<file path="src/rtl/store_lane_ctrl.sv">
`default_nettype none
// +--------------------------------------------------------------------------+
// | Module   : store_lane_ctrl                                               |
// | Purpose  : Memory-stage store path. Turns a right-justified store        |
// |            request into lane-aligned bus write beats. Stores that cross  |
// |            a bus-word boundary are split into two beats, or rejected     |
// |            with an error pulse when splitting is disabled.               |
// | Ports    : clk, rst        - clock / async active-high reset            |
// |            req_valid/ready - request handshake (ready only in IDLE)      |
// |            req_addr/op/wdata - byte address, size code, store data      |
// |            bus_valid/ready - bus write beat handshake                    |
// |            bus_addr/wdata/be - aligned address, lane data, byte enables |
// |            done / err      - one-cycle completion / rejection pulses     |
// | Revision : 1.0 - initial release                                         |
// +--------------------------------------------------------------------------+
module store_lane_ctrl #(
  parameter int DW               = 32,
  parameter int AW               = 32,
  parameter bit SPLIT_MISALIGNED = 1'b1
) (
  input  logic            clk,
  input  logic            rst,
  input  logic            req_valid,
  output logic            req_ready,
  input  logic [AW-1:0]   req_addr,
  input  logic [1:0]      req_op,
  input  logic [DW-1:0]   req_wdata,
  output logic            bus_valid,
  input  logic            bus_ready,
  output logic [AW-1:0]   bus_addr,
  output logic [DW-1:0]   bus_wdata,
  output logic [DW/8-1:0] bus_be,
  output logic            done,
  output logic            err
);

  localparam int BEW = DW / 8;
  localparam int OW  = $clog2(BEW);

  typedef enum logic [2:0] {
    IDLE  = 3'd0,
    BEAT0 = 3'd1,
    BEAT1 = 3'd2,
    DONE  = 3'd3,
    ERR   = 3'd4
  } state_t;

  state_t          state_q, state_d;
  logic [AW-1:0]   base_q, base_d;
  logic [OW-1:0]   off_q, off_d;
  logic [DW-1:0]   data_q, data_d;
  logic [BEW-1:0]  ones_q, ones_d;   // right-justified n-byte mask
  logic            last_q, last_d;   // single-beat store

  // Accept-time decode of the incoming request
  logic [3:0]      req_n;
  logic [OW-1:0]   req_off;
  logic [BEW-1:0]  req_ones;
  logic [DW-1:0]   req_data_m;
  logic            req_fits;
  logic            req_illegal;

  assign req_n       = 4'd1 << req_op;
  assign req_off     = req_addr[OW-1:0];
  assign req_fits    = (32'(req_off) + 32'(req_n)) <= 32'(BEW);
  assign req_illegal = (DW == 32) && (req_op == 2'b11);

  // Bytes above the store size are dropped so disabled lanes drive zero.
  always_comb begin
    req_ones   = '0;
    req_data_m = '0;
    for (int i = 0; i < BEW; i++) begin
      req_ones[i]          = (i < int'(req_n));
      req_data_m[8*i +: 8] = req_ones[i] ? req_wdata[8*i +: 8] : 8'h00;
    end
  end

  // Shifting into a double-width vector yields both beats at once:
  // the low half is the first bus word, the high half spills into the next.
  logic [2*BEW-1:0] be_wide;
  logic [2*DW-1:0]  data_wide;

  assign be_wide   = {{BEW{1'b0}}, ones_q} << off_q;
  assign data_wide = {{DW{1'b0}}, data_q} << {off_q, 3'b000};

  always_ff @(posedge clk or posedge rst) begin
    if (rst) begin
      state_q <= IDLE;
      base_q  <= '0;
      off_q   <= '0;
      data_q  <= '0;
      ones_q  <= '0;
      last_q  <= 1'b0;
    end else begin
      state_q <= state_d;
      base_q  <= base_d;
      off_q   <= off_d;
      data_q  <= data_d;
      ones_q  <= ones_d;
      last_q  <= last_d;
    end
  end

  always_comb begin
    state_d = state_q;
    base_d  = base_q;
    off_d   = off_q;
    data_d  = data_q;
    ones_d  = ones_q;
    last_d  = last_q;
    case (state_q)
      IDLE: begin
        if (req_valid) begin
          base_d = {req_addr[AW-1:OW], {OW{1'b0}}};
          off_d  = req_off;
          data_d = req_data_m;
          ones_d = req_ones;
          last_d = req_fits;
          if (req_illegal)           state_d = ERR;
          else if (req_fits)         state_d = BEAT0;
          else if (SPLIT_MISALIGNED) state_d = BEAT0;
          else                       state_d = ERR;
        end
      end
      // bus_valid is constant 1 in the beat states, so bus_ready alone
      // completes the handshake.
      BEAT0:   if (bus_ready) state_d = last_q ? DONE : BEAT1;
      BEAT1:   if (bus_ready) state_d = DONE;
      DONE:    state_d = IDLE;
      ERR:     state_d = IDLE;
      default: state_d = IDLE;
    endcase
  end

  // Outputs depend only on registered state, so reset clears them at once.
  always_comb begin
    req_ready = (state_q == IDLE);
    done      = (state_q == DONE);
    err       = (state_q == ERR);
    bus_valid = 1'b0;
    bus_addr  = '0;
    bus_wdata = '0;
    bus_be    = '0;
    case (state_q)
      BEAT0: begin
        bus_valid = 1'b1;
        bus_addr  = base_q;
        bus_be    = be_wide[BEW-1:0];
        bus_wdata = data_wide[DW-1:0];
      end
      BEAT1: begin
        bus_valid = 1'b1;
        bus_addr  = base_q + AW'(BEW);
        bus_be    = be_wide[2*BEW-1:BEW];
        bus_wdata = data_wide[2*DW-1:DW];
      end
      default: ;
    endcase
  end

endmodule
`default_nettype wire

</file>
<file path="config.mk">
export PLATFORM = sky130hd
export DESIGN_NAME = store_lane_ctrl
export DESIGN_NICKNAME = d
export VERILOG_FILES = /design/src/rtl/store_lane_ctrl.sv
export SDC_FILE = /design/constraint.sdc
export NUM_CORES = 1
export LEC_CHECK = 0
export CORE_ASPECT_RATIO = 1.75
export CORE_UTILIZATION = 52
export CTS_BUF_LIST = sky130_fd_sc_hd__clkbuf_4 sky130_fd_sc_hd__clkbuf_8 sky130_fd_sc_hd__clkbuf_16
export CTS_CLUSTER_SIZE = 28
export DETAILED_ROUTE_END_ITERATION = 7
export PLACE_DENSITY_LB_ADDON = 0.1
export RECOVER_POWER = 25
export SYNTH_ARGS = -nofsm -noshare
export SYNTH_HDL_FRONTEND = slang
export SYNTH_SLANG_ARGS = --single-unit
</file>
<file path="constraint.sdc">
create_clock -name clk -period 6.5 [get_ports clk]
set_clock_uncertainty 0.2 [all_clocks]
set_input_delay 0.65 -clock clk [delete_from_list [all_inputs] [get_ports clk]]
set_output_delay 0.65 -clock clk [all_outputs]
set_load 0.02 [all_outputs]
</file>
==> results, run 1 <==
- The flow ran to the end, but the final reports show violations.
- The checks that failed: capacitance limit, slew limit.
- The leading register cell type out of synthesis is dfrtp_1.
- Detailed placement finished with a half-perimeter wire length of ~11,000 µm.
- The number of setup buffers added after CTS is 0.
- The number of enable-type register cells in the synthesized netlist is 0.
- The shortest clock period the worst path allows after layout is 4.64 ns.
- Walking the worst path, the cells encountered are dlygate4sd3_1 > clkinv_1 > clkbuf_1.
- The count of input and output buffers is around 140.
- Across all register-to-register paths, the minimum setup slack is 3.88 ns.
- The detailed router finished its first iteration with 512 violations.
- For this configuration, the core starts out at a cell density of 0.537.
- Setup violations remaining at the end of the flow were counted as 0.
- For this design the ratio of total power to cell area is 505 mW/mm².
- The actual slew at the worst max-slew pin is approximately 3.9 ns.
- The count of warnings emitted by yosys is 0.
- The later pin in the worst-skew pair is clocked with a latency of 0.34 ns.
- The maximum buffer depth of the clock tree is 2.
- The number of antenna violations at the first check in global routing came to 0.
- The fill cell total of the finished layout is 749.
- STA puts the critical path data required time at roughly 5.9 ns.
- The placed cell area is roughly 0.0062 mm².
- The top cell family by delay on the critical path is buffers and inverters.
- For this design, the slowest cell found on the critical path is clkbuf_1.
- The mux cell area share after synthesis is 0.0634.
- Leaving out fill and tap cells, the most frequent cells in the layout are nand2_1 (224), clkdlybuf4s50_1 (137), dfrtp_1 (72).
- The total number of placement rows is 46.
- Buffers inserted during clock tree synthesis total 9.
- The synthesized-area fraction occupied by adder cells is 0.0119.
- The synthesized instance count is 648.
- In the routed design, unresolved DRC markers number 0.
- Counting flops and latches in the post-synthesis netlist gives 72.
- After synthesis the cells add up to approximately 0.0049 mm².
- For this run, the total global-route usage over all layers was measured as 0.341.
- The worst hold path belongs to the class reg2reg.
- Of all flip-flops after synthesis, the portion carrying an async set or reset was 1.00.
- For this run, global-route usage on met3 was measured as 0.0548.
- The total number of vias is 5,338.
- Summed over all layers, the routed wires come to 15,700 µm.
- The endpoint of the worst hold path is data_q[17].
- After clock tree synthesis, the clock-pin slew on the worst setup and hold paths is about 0.060 ns.
- The highest cell delay on the worst timing path is 2.70 ns.
- The number of iterations in the first detailed-routing pass is 5.
- The worst hold path passes through 2 cells.
- The total of cells resized after clock tree synthesis is 0.
- Of the total synthesized cell area, the portion taken by XOR and XNOR cells is 0.00180.
- The area added between synthesis and finish is 35.1%.
- The final hold slack is between 0.2 and 0.3 ns.
- In this run the tightest slew margin relative to its limit is -1.58.
- The max-slew violation count is 73.
- For met1 alone, demand over resource in global routing was 0.386.
- Summed over all layers, the global routing overflow is 0.
- The finished layout holds 879 standard cells, fillers aside.
- The maximum number of pins on one net before global-route repair is 73.
- The endpoint identified for the worst register-to-register timing path is data_q[25].
- In this run the vertical extent of the chip is between 100 and 150 µm.
- Summed over all failing endpoints, the final setup total negative slack is 0 ns.
- The share of post-route cells with drive strength above 1 is 0.0567.
- The number of nets in the final layout is 828.
- The detail route stage leaves a number of antenna-violating nets equal to 0.
- The synthesized-area fraction occupied by ao, oa, aoi and oai cells is 0.165.
- The core region is 0.00904 mm².
- Measured along the x axis, the die boundary spans 75.0 µm.
- The buffers plus inverters on the worst setup path is 3.
- The worst-case IR drop observed on VDD is 0.338 mV.
- The wire length of the first global-routing pass is 25,000 µm.
- For the worst setup path, the data arrival time is ~4.0 ns.
- Dividing the detail-routed via count by the number of cells gives 6.07.
- In this run, post-CTS hold repair placed 0 buffers.
- The tree is rooted in a clkbuf_16.
- Along the worst path, the maximum fanout reaches 72.
- The total number of H-tree levels is 3.
- The kind of start point of the critical path is a primary input.
- Across the run, the number of max-cap violations was 1.
- The area of the multi-input gates is 0.00279 mm².
- The final hold violation count is 0.
- Timing would allow up to 215 MHz.
- The footprint of the flip-flops and latches is between 0.0015 and 0.002 mm².
- The routability congestion estimate from global placement is roughly 0.96.
- The share of the cycle needed by the critical path after routing is 0.714.
- In this run, distinct cell masters in the synthesized netlist total 55.
- After global routing, the most crowded layer is met2.
- STA classifies the critical path endpoint as an asynchronous set/reset pin.
- The per-cell routed wire length is 17.9 µm.
- With fillers left out, the area of the finished cells amounts to 0.00656 mm².
- The CTS sink count is 72.
- The total die area is 0.00974 mm².
- Averaged over all synthesized cells, the footprint is between 7 and 8 µm².
- The fraction of the mapped netlist area in simple logic gates is 0.330.
- For met2 alone, demand over resource in global routing was 0.585.
- The dominant combinational cell family by area after synthesis is simple AND/OR/NAND/NOR gates.
- TritonCTS built the clock tree.
- The startpoint of the worst register-to-register path is state_q[0].
- Setup repair after global routing left no endpoint under its margin.
- The top-level port count is 142.
- Once placement completed, the tool counted placed cells totaling 863.
- The setup path with the least slack is of type in2async.
- The worst register-to-register path has a depth of 5.
- Leaving out fill and tap cells, the most frequent cell in the layout is nand2_1.
- Summed over all cells, the static leakage comes to 2.87 nW.
- The hold path startpoint is data_q[17].
- 0 antenna diodes ended up in the layout.
- The register area share after synthesis is 0.371.
- The via count of the first global-routing pass is 5,120.
-- cell families (layout without fill, tap and decap cells) --
logic type / count (synthesis) / after routing
and+or+nand+nor: 351 / 351
AOI/OAI and AO/OA: 124 / 124
DFF: 72 / 72
buffers and inverters: 65 / 175
muxes: 30 / 30
adders and majority gates: 4 / 4
other: 1 / 2
xor gates and xnor gates: 1 / 1
-- stage by stage --
| step | setup WS, ns | total power [W] | util |
|---|---|---|---|
| after detailed placement | 2.64 | 0.00273 | 0.690 |
| final | 1.86 | 0.00331 | 0.726 |
| after floorplan | 3.62 | 0.00202 | - |
| after CTS | 2.21 | 0.00329 | 0.726 |
| after global placement | 2.70 | 0.00267 | 0.690 |
| after global routing | 1.07 | 0.00352 | 0.726 |
-- worst reg2reg max path, cell delays in order (launching register included) --
cell and delay, ns:
dfrtp_1 0.49, nor3_1 0.37, and2_2 0.63, buf_4 0.51, nand3_1 0.21, nand2_1 0.14
-- area by class of cell --
type,count,share of cell area
repair buffers,145,0.218
clock inverters,6,0.0137
multi-input cells,512,0.426
inverters,14,0.00801
flip-flops and latches,72,0.275
clock buffers,10,0.0364
well taps,120,0.0229
-- report_power, final --
group          internal [W]  total [W]  switching (W)
sequential         0.000658   0.000980       0.000322
clock              0.000349   0.000551       0.000202
combinational      0.000755    0.00178        0.00103
total               0.00176    0.00331        0.00155
-- layer usage --
layer | part of all wire | vias to the layer above
li1 | - | 2459
met1 | 0.36 | 2513
met2 | 0.52 | 306
met3 | 0.070 | 60
met4 | 0.049 | 0
met5 | 0 | -
-- Yosys cell counts (2+ instances only) --
cell	n	share of area
nand4_1	10	0.013
nor3_1	12	0.012
a22oi_1	9	0.014
nand3b_1	2	0.0031
a221o_1	2	0.0041
o31ai_1	4	0.0062
a31o_2	4	0.0072
a22o_1	6	0.011
nor2_1	18	0.014
mux2_2	6	0.014
a41oi_1	5	0.0090
or3_1	2	0.0026
nand2b_1	3	0.0039
and3_1	15	0.019
and2_1	4	0.0052
o22ai_1	9	0.012
mux2i_1	24	0.049
ha_1	3	0.0077
nor4_1	6	0.0077
buf_4	2	0.0031
inv_1	14	0.011
nor3b_2	2	0.0052
o21ai_0	44	0.045
a21oi_1	12	0.012
buf_1	5	0.0039
buf_2	12	0.012
nand3_1	36	0.037
o2bb2ai_1	4	0.0072
clkbuf_1	31	0.024
a21o_1	4	0.0062
a32oi_1	4	0.0072
nand2_1	225	0.17
a31oi_1	13	0.017
dfrtp_1	72	0.37
or4_1	4	0.0062
-- worst max path at each step --
| stage | from | endpoint | cells after the start |
|---|---|---|---|
| CTS | off_q[1] | bus_be[2] | 5 |
| detailed placement | off_q[1] | bus_wdata[17] | 5 |
| global placement | off_q[1] | bus_be[2] | 5 |
| finish | rst | data_q[2] | 3 |
| global route | rst | data_q[24] | 3 |
| floorplan | base_q[2] | bus_addr[24] | 5 |
-- registers in the layout, summed over array words and instances (netlist names) --
signal	cells
base_q	30
last_q	1
off_q	2
data_q	32
ones_q	4
state_q	3
Note: power is estimated with default switching activity, not from simulation.
==> run 2, diff against run 1 <==
--- a/config.mk
+++ b/config.mk
@@ -6,7 +6,7 @@
 export NUM_CORES = 1
 export LEC_CHECK = 0
 export CORE_ASPECT_RATIO = 1.75
-export CORE_UTILIZATION = 52
+export CORE_UTILIZATION = 44
 export CTS_BUF_LIST = sky130_fd_sc_hd__clkbuf_4 sky130_fd_sc_hd__clkbuf_8 sky130_fd_sc_hd__clkbuf_16
 export CTS_CLUSTER_SIZE = 28
 export DETAILED_ROUTE_END_ITERATION = 7
==> constraint.sdc (replaced) <==
create_clock -name clk -period 3.8 [get_ports clk]
set_clock_uncertainty 0.2 [all_clocks]
set_input_delay 0.38 -clock clk [delete_from_list [all_inputs] [get_ports clk]]
set_output_delay 0.38 -clock clk [all_outputs]
set_load 0.02 [all_outputs]
==> run 2 against run 1 <==
Effect of this change:
- the flow still finishes with violations (capacitance limit, slew limit)
- clock power increased by 85%
- flip-flop and latch count unchanged
- worst hold slack worse by 0.0046 ns
- routed wire length up 7.9%
- first-iteration DRC count is 32% lower
- total power up 75%
- critical path type is now reg2out
==> results, run 2 (synthesized netlist as in run 1, its figures left out) <==
- Result of the run: finished, violations left (unchanged).
- Violated checks: capacitance limit, slew limit (unchanged).
- The max-capacitance violation count is 1 (unchanged).
- The ratio of total power to cell area is 872 mW/mm² (was 505 mW/mm²).
- The number of endpoints failing setup at the final stage is 0 (unchanged).
- The leading cell type in the layout, fill and taps excluded is nand2_1 (unchanged).
- The total number of vias is 5,345 (was 5,338).
- The relative slew slack is -0.0126 (was -1.58).
- The height of the die is 141 µm (was 130 µm).
- The remaining number of nets flagged by the antenna check after routing is 0 (unchanged).
- The critical path endpoint category is an output port (was asynchronous set/reset pin).
- The area added between synthesis and finish was 37.3% (was 35.1%).
- The clock transition at the registers of the reported paths is 0.06 ns (about the same).
- The via count of the first global-routing pass is 5,300 (was 5,120).
- The DRC violation count after routing is 0 (unchanged).
- The actual slew at the worst max-slew pin is 1.52 ns (was 3.87 ns).
- The kind of start point of the critical path is a flop (was primary input).
- The total die area was 0.0115 mm² (was 0.00974 mm²).
- The final routed wirelength across all metal layers is 17,000 µm (was 15,700 µm).
- The clock latency on the worst-skew pair came to 0.33 ns (was 0.34 ns).
- The final hold violation count came to 0 (unchanged).
- The cell at the root of the clock tree is clkbuf_16 (unchanged).
- The number of buffers inserted by hold repair at cts was 0 (unchanged).
- The leakage power of the design was 2.93 nW (was 2.87 nW).
- The DRC violation total after the first TritonRoute iteration is 347 (was 512).
- The routability congestion estimate from global placement is 0.966 (was 0.960).
- Dividing the final minimum period by the clock period gives 0.925.
- The critical path required time is 3.22 ns (was 5.85 ns).
- The estimated wirelength of the detail-placed design is 12,300 µm (was 10,900 µm).
- The area of the core region is 0.0107 mm² (was 0.00904 mm²).
- The per-cell routed wire length was 18.9 µm (was 17.9 µm).
- The leftover overflow at the end of global routing was 0 (unchanged).
- The largest driver fanout on the critical path is 32 (was 72).
- The max-slew violation count is 40 (was 73).
- The maximum buffer depth of the clock tree is 2 (unchanged).
- Registers with the most flip-flops: data_q: 32 flops, base_q: 30 flops, ones_q: 4 flops (unchanged).
- The arrival time of data at the critical path endpoint is 2.93 ns (was 3.99 ns).
- The total number of H-tree levels is 3 (unchanged).
- The maximum ir drop on the vdd rail is 0.428 mV (was 0.338 mV).
- The number of iterations in the first detailed-routing pass is 6 (was 5).
- The routed via count divided by cell count is 5.97 (was 6.07).
- The total of cells resized after clock tree synthesis is 0 (unchanged).
- The shortest clock period the worst path allows after layout is approximately 3.5 ns.
- The count of input and output buffers is 139 (unchanged).
- The fmax is 285 MHz.
- Most used cells in the layout excluding fill and tap cells: nand2_1 (224), clkdlybuf4s50_1 (138), dfrtp_1 (72) (was nand2_1 (224), clkdlybuf4s50_1 (137), dfrtp_1 (72)).
- The most flop-heavy register is data_q (unchanged).
- The CTS buffer count is 9 (unchanged).
- The antenna diode count is 0 (unchanged).
- The number of antenna violations at the first check in global routing is 0 (unchanged).
- The share of post-route cells with drive strength above 1 came to 0.0666 (was 0.0567).
- Unrepaired setup endpoints after global routing: false (unchanged).
- The number of nets in the final layout came to 835 (was 828).
- The total number of placement rows was 50 (was 46).
- The top-level port count came to 142 (unchanged).
- The classification of the worst-slack hold path is reg2reg (unchanged).
- The post-route core utilization came to 0.623 (was 0.726).
- The initial core utilization came to 0.454 (was 0.537).
- The maximum number of pins on one net before global-route repair is 47 (was 73).
- The global routing usage summed across all routing layers is 0.309 (was 0.341).
- The classification of the worst setup path was reg2out (was in2async).
- The fill cell total of the finished layout was 973 (was 749).
- The chip width is 81.4 µm (was 75.0 µm).
- The wire length of the first global-routing pass came to 26,800 µm (was 25,000 µm).
- The CTS tree is yes (unchanged).
- The CTS sink count is 72 (unchanged).
- The number of flip-flops in the largest register is 32 (unchanged).
- The buffers inserted during post-CTS setup optimization is 0 (unchanged).
- The total negative slack is 0 ns (unchanged).
run 2: path summary, 6_finish.rpt:
check                      startpoint      endpoint  slack (ns)  cells after the start
max in group asynchronous         rst    base_q[20]        1.07                      3
min in group asynchronous         rst    data_q[11]        0.73                      2
hold reg to reg            data_q[21]    data_q[21]        0.29                      2
setup / recovery           state_q[0]  bus_addr[14]        0.29                      6
hold / removal             data_q[21]    data_q[21]        0.29                      2
setup reg to reg           state_q[0]    data_q[26]        1.42                      5
run 2: cell type report:
class / instances / area, µm² / share of cell area
flip-flops and latches: 72 / 1800 / 0.270
clock inverters: 5 / 103 / 0.0154
clock buffers: 11 / 253 / 0.0379
multi-input cells: 512 / 2790 / 0.419
well taps: 130 / 163 / 0.0244
repair buffers: 152 / 1500 / 0.225
inverters: 14 / 52.6 / 0.00789
run 2: metal layers:
metal	GRT usage	wire length, µm	vias up
met2	0.559	9340	278
met5	0	0	-
met4	0.164	660	0
li1	-	-	2480
met3	0.0511	934	47
met1	0.329	6040	2540
run 2: per-stage QoR:
stage / total power (W) / cells / hold slack (ns) / setup WS, ns / cell area (µm²)
after floorplan: 0.00345 / 649 / 0.255 / 1.19 / 4860
after global placement: 0.00469 / 880 / 0.276 / 0.712 / 6320
after detailed placement: 0.00475 / 880 / 0.280 / 0.652 / 6320
after CTS: 0.00579 / 896 / 0.293 / 0.290 / 6680
after global routing: 0.00617 / 896 / 0.315 / 0.140 / 6660
final: 0.00581 / 896 / 0.293 / 0.286 / 6660
run 2: report_power, final:
group	switching, W	internal [W]	total (W)
registers	0.000534	0.00113	0.00166
clock network	0.000342	0.000676	0.00102
logic	0.00181	0.00132	0.00313
total	0.00269	0.00312	0.00581
run 2: worst max-delay path: stages (launching register included):
cell and delay [ns]:
dfrtp_1 0.48, or3b_1 0.44, buf_4 0.26, or4_4 0.58
nor3_2 0.12, a21o_1 0.11, clkdlybuf4s50_1 0.60
==> run 3, diff against run 2 <==
--- a/config.mk
+++ b/config.mk
@@ -5,7 +5,7 @@
 export SDC_FILE = /design/constraint.sdc
 export NUM_CORES = 1
 export LEC_CHECK = 0
-export CORE_ASPECT_RATIO = 1.75
+export CORE_ASPECT_RATIO = 1.4
 export CORE_UTILIZATION = 44
 export CTS_BUF_LIST = sky130_fd_sc_hd__clkbuf_4 sky130_fd_sc_hd__clkbuf_8 sky130_fd_sc_hd__clkbuf_16
 export CTS_CLUSTER_SIZE = 28
==> run 3 against run 2 <==
Effect of this change:
- the run still ends with capacitance limit, slew limit left
- final cell count rose by 1.1%
- combinational power hardly changed
- core utilization decreased by 1.2 points
- critical path type unchanged
- critical endpoint is now bus_addr[28]
- register-to-register slack got worse by 0.02 ns
- setup slack got worse by 0.039 ns
- global-route usage is 2.6 points lower
- clock power decreased by 14%
- routed wire length decreased by 4.9%
- total power shrank 3.4%
- flip-flop and latch count unchanged
- count of clock-buffer cells in the layout unchanged
- die area about the same
- largest power group unchanged
==> results, run 3 (synthesized netlist as in run 1, its figures left out) <==
- Result of the run: finished, violations left (unchanged).
- Violated checks: capacitance limit, slew limit (unchanged).
- The leakage power of the design was 2.89 nW (was 2.93 nW).
- The max-capacitance violation count is 1 (unchanged).
- The wire length of the first global-routing pass was 25,300 µm (was 26,800 µm).
- The number of buffers inserted by hold repair at cts is 0 (unchanged).
- The routed via count divided by cell count was 5.77 (was 5.97).
- Chain of cells forming the critical path: ha_1 > nand4_1 > nor4_4 > a41oi_1 > a31oi_1 > clkdlybuf4s50_1 (was or3b_1 > buf_4 > or4_4 > nor3_2 > a21o_1 > clkdlybuf4s50_1).
- The area added between synthesis and finish is 36.1% (was 37.3%).
- The top-level port count was 142 (unchanged).
- The leading cell type in the layout, fill and taps excluded is nand2_1 (unchanged).
- The maximum number of pins on one net before global-route repair is 75 (was 47).
- The critical path endpoint category is an output port (unchanged).
- The estimated wirelength of the detail-placed design is 11,400 µm (was 12,300 µm).
- The CTS tree is yes (unchanged).
- The global routing usage summed across all routing layers is 0.283 (was 0.309).
- The total number of H-tree levels is 3 (unchanged).
- The highest cell delay on the worst timing path came to 0.62 ns (was 0.60 ns).
- The most flop-heavy register is data_q (unchanged).
- Unrepaired setup endpoints after global routing: false (unchanged).
- The fmax is 281 MHz (was 285 MHz).
- Registers with the most flip-flops: data_q: 32 flops, base_q: 30 flops, ones_q: 4 flops (unchanged).
- The area of the core region came to 0.0108 mm² (was 0.0107 mm²).
- The total negative slack came to 0 ns (unchanged).
- The DRC violation count after routing was 0 (unchanged).
- The final hold slack came to 0.300 ns (was 0.293 ns).
- The classification of the worst setup path is reg2out (unchanged).
- The leftover overflow at the end of global routing is 0 (unchanged).
- The total die area was 0.0115 mm² (about the same).
- The number of iterations in the first detailed-routing pass is 5 (was 6).
- The antenna diode count is 0 (unchanged).
- The final hold violation count was 0 (unchanged).
- The number of nets in the final layout came to 834 (was 835).
- The top cell family by delay on the critical path is simple AND/OR/NAND/NOR gates (unchanged).
- The ratio of total power to cell area is 850 mW/mm² (was 872 mW/mm²).
- The max-slew violation count is 41 (was 40).
- The count of input and output buffers is 139 (unchanged).
- The total number of placement rows came to 45 (was 50).
- The via count of the first global-routing pass is 5,037 (was 5,300).
- The number of flip-flops in the largest register is 32 (unchanged).
- Most used cells in the layout excluding fill and tap cells: nand2_1 (224), clkdlybuf4s50_1 (138), dfrtp_1 (72) (unchanged).
- The total of cells resized after clock tree synthesis is 0 (unchanged).
- The share of the cycle needed by the critical path after routing came to 0.935 (was 0.925).
- The routability congestion estimate from global placement is 0.899 (was 0.966).
- The final routed wirelength across all metal layers is 16,100 µm (was 17,000 µm).
- The arrival time of data at the critical path endpoint is 2.97 ns (was 2.93 ns).
- The kind of start point of the critical path is a flop (unchanged).
- The buffers plus inverters on the worst setup path is 1 (was 2).
- The critical path required time is 3.22 ns (about the same).
- The relative slew slack is -0.0459 (was -0.0126).
- The largest driver fanout on the critical path is 10 (was 32).
- The total number of vias is 5,231 (was 5,345).
- The master of the slowest instance on the critical path is clkdlybuf4s50_1 (unchanged).
- The buffers inserted during post-CTS setup optimization is 0 (unchanged).
- The CTS buffer count was 9 (unchanged).
- The remaining number of nets flagged by the antenna check after routing is 0 (unchanged).
- The number of antenna violations at the first check in global routing is 0 (unchanged).
- The height of the die is 126 µm (was 141 µm).
- The chip width was 90.8 µm (was 81.4 µm).
- The per-cell routed wire length is 17.8 µm (was 18.9 µm).
- The CTS sink count is 72 (unchanged).
- The clock latency on the worst-skew pair came to 0.33 ns (about the same).
- The final setup slack of the worst path is 0.247 ns (was 0.286 ns).
- The clock transition at the registers of the reported paths is 0.06 ns (about the same).
- The shortest clock period the worst path allows after layout is 3.55 ns (was 3.51 ns).
- The initial core utilization is 0.449 (was 0.454).
- The share of post-route cells with drive strength above 1 was 0.0627 (was 0.0666).
- The DRC violation total after the first TritonRoute iteration is 364 (was 347).
- The setup slack at placement was 0.595 ns (was 0.652 ns).
- The cell at the root of the clock tree was clkbuf_16 (unchanged).
- The classification of the worst-slack hold path is reg2reg (unchanged).
- The maximum buffer depth of the clock tree came to 2 (unchanged).
- The maximum ir drop on the vdd rail was 0.448 mV (was 0.428 mV).
- The number of endpoints failing setup at the final stage is 0 (unchanged).
- The actual slew at the worst max-slew pin was 1.57 ns (was 1.52 ns).
-- run 3: area by class of cell --
cell class / count / area, µm²
clock buffer: 11 / 253
clock inverter: 5 / 55.1
fill: 1019 / 4210
inverter: 14 / 52.6
multi-input combinational: 512 / 2790
sequential: 72 / 1800
tap: 141 / 176
timing repair buffer: 151 / 1470
-- run 3: where the power goes --
| group | switching [W] | internal, W |
|---|---|---|
| logic | 0.00179 | 0.00131 |
| clock network | 0.000335 | 0.000542 |
| registers | 0.000505 | 0.00113 |
-- run 3: through the flow --
stage	power, W	utilization	instances	area [µm²]
after floorplan	0.00345	-	649	4860
after detailed placement	0.00471	0.583	890	6300
final	0.00561	0.611	906	6600
after CTS	0.00561	0.612	906	6610
after global routing	0.00597	0.611	906	6600
after global placement	0.00463	0.583	890	6300
-- run 3: worst paths after layout --
path	end	from	depth (start not counted)	slack, ns
min	data_q[17]	data_q[17]	2	0.30
max in group asynchronous	base_q[26]	rst	3	1.17
min in group asynchronous	data_q[23]	rst	2	0.76
max reg2reg	base_q[19]	state_q[1]	5	1.40
max	bus_addr[28]	base_q[2]	6	0.25
min reg2reg	data_q[17]	data_q[17]	2	0.30
-- run 3: layer usage --
| layer | global-route usage | part of all wire |
|---|---|---|
| met5 | 0 | 0 |
| met4 | 0.144 | 0.036 |
| met3 | 0.0386 | 0.067 |
| met2 | 0.506 | 0.52 |
| met1 | 0.327 | 0.38 |
-- run 3: tightest hold or removal path: cells and delay by family (launching register included) --
| kind | cells | cell delay (ns) |
|---|---|---|
| flip-flops | 1 | 0.36 |
| AND/OR/NAND/NOR | 2 | 0.11 |
